File: src/rtl/sram_write_ctrl.sv
// Drains 32-bit words from the mover FIFO and writes them as a fixed-length
// burst into an asynchronous SRAM, one WAIT/RD/LAT/WR/HOLD sequence per word.
module sram_write_ctrl #(
  parameter int BURST_LEN = 1024,
  parameter int WE_CYC    = 2
) (
  input  logic        clk,
  input  logic        rst,
  input  logic        wr_req,
  input  logic [23:0] sram_waddr,
  input  logic [31:0] fifo_dout,
  input  logic        fifo_empty,
  output logic        fifo_rd_en,
  output logic [23:0] sram_addr,
  output logic [31:0] sram_dq_o,
  output logic        sram_dq_oe,
  output logic        sram_ce_n,
  output logic        sram_we_n,
  output logic        sram_oe_n,
  output logic        busy,
  output logic        done,
  output logic        req_drop,
  output logic [2:0]  o_state
);

  localparam int              CNT_W     = $clog2(BURST_LEN + 1);
  localparam logic [CNT_W-1:0] LAST_WORD = CNT_W'(BURST_LEN - 1);
  localparam logic [3:0]      WE_LAST   = 4'(WE_CYC - 1);

  typedef enum logic [2:0] {
    S_IDLE = 3'd0,
    S_WAIT = 3'd1,
    S_RD   = 3'd2,
    S_LAT  = 3'd3,
    S_WR   = 3'd4,
    S_HOLD = 3'd5,
    S_FIN  = 3'd6
  } state_t;

  state_t           state_q, state_d;
  logic             req_q;
  logic [23:0]      addr_q, addr_d;
  logic [31:0]      data_q, data_d;
  logic [CNT_W-1:0] cnt_q, cnt_d;
  logic [3:0]       we_cnt_q, we_cnt_d;
  logic             req_rise;

  assign req_rise = wr_req & ~req_q;

  // NOTE: sequential state uses non-blocking assignments so every register
  // samples the pre-edge values of the others.
  always_ff @(posedge clk or posedge rst) begin
    if (rst) begin
      state_q  <= S_IDLE;
      req_q    <= 1'b0;
      addr_q   <= '0;
      data_q   <= '0;
      cnt_q    <= '0;
      we_cnt_q <= '0;
    end else begin
      state_q  <= state_d;
      req_q    <= wr_req;
      addr_q   <= addr_d;
      data_q   <= data_d;
      cnt_q    <= cnt_d;
      we_cnt_q <= we_cnt_d;
    end
  end

  // NOTE: every always_comb output gets a default first so no path infers a latch.
  always_comb begin
    state_d  = state_q;
    addr_d   = addr_q;
    data_d   = data_q;
    cnt_d    = cnt_q;
    we_cnt_d = we_cnt_q;
    case (state_q)
      S_IDLE: if (req_rise) begin
        addr_d  = sram_waddr;
        cnt_d   = '0;
        state_d = S_WAIT;
      end
      S_WAIT: if (!fifo_empty) state_d = S_RD;
      S_RD:   state_d = S_LAT;
      S_LAT: begin
        data_d   = fifo_dout;
        we_cnt_d = '0;
        state_d  = S_WR;
      end
      S_WR: begin
        if (we_cnt_q == WE_LAST) state_d = S_HOLD;
        else                     we_cnt_d = we_cnt_q + 4'd1;
      end
      S_HOLD: begin
        addr_d  = addr_q + 24'd1;
        cnt_d   = cnt_q + CNT_W'(1);
        state_d = (cnt_q == LAST_WORD) ? S_FIN : S_WAIT;
      end
      S_FIN:   state_d = S_IDLE;
      default: state_d = S_IDLE;
    endcase
  end

  logic drive;
  assign drive = (state_q == S_LAT) || (state_q == S_WR) || (state_q == S_HOLD);

  // Fresh FIFO data is forwarded during LAT so it is stable before WE falls.
  assign sram_dq_o  = (state_q == S_LAT) ? fifo_dout : data_q;
  assign sram_addr  = addr_q;
  assign sram_dq_oe = drive;
  assign sram_ce_n  = ~drive;
  assign sram_we_n  = (state_q != S_WR);
  assign sram_oe_n  = 1'b1;
  assign fifo_rd_en = (state_q == S_RD);
  assign busy       = (state_q != S_IDLE) && (state_q != S_FIN);
  assign done       = (state_q == S_FIN);
  assign req_drop   = req_rise && (state_q != S_IDLE);
  assign o_state    = state_q;

endmodule
File: config.mk
export PLATFORM = sky130hd
export DESIGN_NAME = sram_write_ctrl
export DESIGN_NICKNAME = d
export VERILOG_FILES = /design/src/rtl/sram_write_ctrl.sv
export SDC_FILE = /design/constraint.sdc
export NUM_CORES = 1
export LEC_CHECK = 0
export BUFFER_PORTS_ARGS = -buffer_cell sky130_fd_sc_hd__clkbuf_2
export CORE_MARGIN = 4
export CORE_UTILIZATION = 45
export CTS_CLUSTER_DIAMETER = 50
export DETAILED_ROUTE_END_ITERATION = 10
export HOLD_SLACK_MARGIN = 0.06
export PLACE_DENSITY = 0.82
export REMOVE_ABC_BUFFERS = 1
export SYNTH_ARGS = -nofsm -noshare
export SYNTH_HDL_FRONTEND = slang
export SYNTH_SLANG_ARGS = --single-unit
File: constraint.sdc
create_clock -name clk -period 2.1 [get_ports clk]
set_clock_uncertainty 0.2 [all_clocks]
set_input_delay 0.105 -clock clk [delete_from_list [all_inputs] [get_ports clk]]
set_output_delay 0.105 -clock clk [all_outputs]
set_load 0.01 [all_outputs]
==> flow_summary.ini <==
[logic_synthesis]
synth_area_leader_cell = dfrtp_1
synth.avg_cell_area_um2 = 8.76
yosys.area.top_type_share = 0.507
ys_top_cells_by_area = dfrtp_1 51%, nand2_1 14%, o211ai_1 3.2%, nand3_1 3.1%, o21ai_0 2.3%
async_reset_ff_frac = 1.00
synth-edff-count = 0
yosys_warnings = 0
yosysSeqAreaShare = 0.507
yosysMostFrequentCell = nand2_1
synthTopCellsByCount = 141 x nand2_1, 75 x dfrtp_1, 23 x nand3_1
ys.flop_type = dfrtp_1
postSynthCellCount = 423
synth_seq_cells = 75
synthDistinctLibCells = 43
syn_area_um2 = 3700

[critical_path]
path_max_fanout = 17
worstPathRequired_ns = 1.79
critical_path_class = flip-flop to primary output
cp.arrival_ns = 1.73
ff2ff_setup_slack_ns = 0.08
r2r_end = sram_addr[17]
endpoint_kind = primary output
crit_path_start_kind = flip-flop
r2r_cells = 4
worstReg2RegStart = o_state[1]

[drt]
dr.pass1.iters = 4
drc_errors = 0
num_vias = 3931
first_iter_violations = 151
avgViaCountPerCell = 5.38
ant_nets = 0
routedWlPerCell_um = 16.0
wl_um = 11700

[floorplan]
io_pins = 127
die_w_um = 98.7
core.rowCount = 32
core_um2 = 7850
start_util = 0.472
die_height_um = 98.7
die-area_um2 = 9750

[run]
maxCapViolations = 0

[timing]
post-route-min-period_ns = 2.04
fmax_mhz = 491
period_share = 0.970
slew_viol_final = 0
whs_ns = 0.159
setup_viol = 0
final-hold-violation-count = 0

[finish]
fin_area_um2 = 5510
nFillCells = 555
area_growth_syn_to_layout_pct = 48.8
drive_above_1_share = 0.296
antenna_cells = 0
post-route-util = 0.702
fin_nets = 688

[power_and_ir_drop]
power_density_nw_per_um2 = 1270
vdd.ir_drop.worst_uv = 692
p_leak_nw = 2.72

[global_route]
antenna_found_initial = 0
first_global_vias = 3860
grt.overflow.total = 0
grt_max_degree = 44
grt_util_all_layers = 0.233
grt_pass1_wl_um = 18400

[clock_network]
cts_num_sinks = 75
cts_made_buffers = 9
htreeDepth = 3
clkLatencyLatePin_ns = 0.34
cts-root-buf = clkbuf_8
cts_tree = yes
cts_buffer_depth = 2
cts.reportedPaths.clkPinSlew_ns = 0.08

[place]
dpl_cell_area_um2 = 4630
gp_congestion = 0.914
port-buffer-count = 125
place_hpwl_um = 7120

[run_status]
status = complete, no violations

[worst_hold_path]
min_path_type = input port to asynchronous set/reset pin
## layer usage
metal | vias up | global-route usage | wire length (um)
met5 | - | 0 | 0
met4 | 0 | 0.0735 | 136
met3 | 16 | 0.0481 | 835
met2 | 180 | 0.408 | 5830
met1 | 1843 | 0.288 | 4870
li1 | 1892 | - | -
## critical path, stage by stage, from the launching register on
cell and delay, ns:
dfrtp_1 0.39, buf_4 0.18, nor2b_4 0.13, and2_4 0.19, clkbuf_16 0.18, nand2_1 0.08, nand2_1 0.10, clkbuf_2 0.15
## cell families (layout without fill, tap and decap cells)
| family | count (synthesis) | count (layout) | synth area share |
|---|---|---|---|
| buf+inv | 34 | 240 | 0.0385 |
| mux | 3 | 3 | 0.00811 |
| compound gates | 70 | 70 | 0.130 |
| flops | 75 | 75 | 0.507 |
| simple gates | 235 | 235 | 0.300 |
| other cells | 1 | 1 | 0.00101 |
| xor+xnor | 1 | 1 | 0.00236 |
| fa+ha+maj | 4 | 4 | 0.0135 |
## worst max-delay path by stage
stage / endpoint / from / slack [ns] / cells after the start
global placement: sram_addr[19] / o_state[1] / 0.08 / 4
CTS: sram_dq_o[6] / o_state[2] / 0.02 / 7
detailed placement: sram_addr[19] / o_state[1] / -0.03 / 4
finish: sram_dq_o[22] / o_state[2] / 0.06 / 7
global route: sram_dq_o[22] / o_state[2] / -0.01 / 7
floorplan: sram_addr[17] / o_state[0] / -0.19 / 4
## cell usage in the layout (no fill, tap or decap), types with 3 or more instances in the layout
cell / count
nor2b_1: 4
a21oi_1: 7
nor2_1: 7
and4_1: 5
o211ai_1: 16
and3_1: 4
ha_1: 4
inv_1: 7
nor3b_1: 3
nand4_1: 13
nand2_1: 140
dlygate4sd3_1: 59
nor3_1: 5
a31oi_1: 3
nand3b_1: 3
clkbuf_2: 123
clkbuf_8: 11
o311ai_0: 8
or3_1: 4
and2_1: 6
o311ai_1: 3
nand3_1: 23
dfrtp_1: 74
o21ai_0: 17
buf_4: 25
buf_12: 5
or4_1: 5
mux2i_1: 3
## where the power goes
part           leakage (nW)  switching [mW]  internal (mW)
Clock                 0.102           0.531          0.616
Combinational          1.67            1.93           1.44
Sequential            0.948           0.443           2.03
Total                  2.72            2.91           4.09
## repair_timing
item / in CTS / in global routing
buffers inserted: 1 / 0
hold endpoints to repair: 134 / 0
gates resized for setup: 2 / 13
hold buffers: 59 / 0
gates cloned: 0 / 1
setup endpoints to repair: 35 / 39
## flip-flops by register name (all words and copies together), names as in the netlist
signal,cells
sram_addr,24
data_q,32
o_state,3
cnt_q,11
we_cnt_q,4
req_q,1
## cell type report
cell class | instances | area [um2] | share of cell area
clock buffers | 11 | 151 | 0.0275
inverters | 8 | 30.0 | 0.00545
well taps | 102 | 128 | 0.0232
clock inverters | 5 | 58.8 | 0.0107
multi-input cells | 314 | 1730 | 0.313
repair buffers | 216 | 1540 | 0.279
flip-flops and latches | 75 | 1880 | 0.341
## metrics by stage
| stage | std cells | setup TNS, ns | power (mW) | setup slack (ns) |
|---|---|---|---|---|
| global route | 731 | -0.0196 | 7.48 | -0.0144 |
| global placement | 654 | 0 | 5.46 | 0.0795 |
| floorplan | 397 | -9.60 | 4.04 | -0.188 |
| CTS | 730 | 0 | 6.84 | 0.0177 |
| finish | 731 | 0 | 7.00 | 0.0620 |
| detailed placement | 654 | -0.0274 | 5.57 | -0.0274 |
Power figures use the tool's default switching activity.
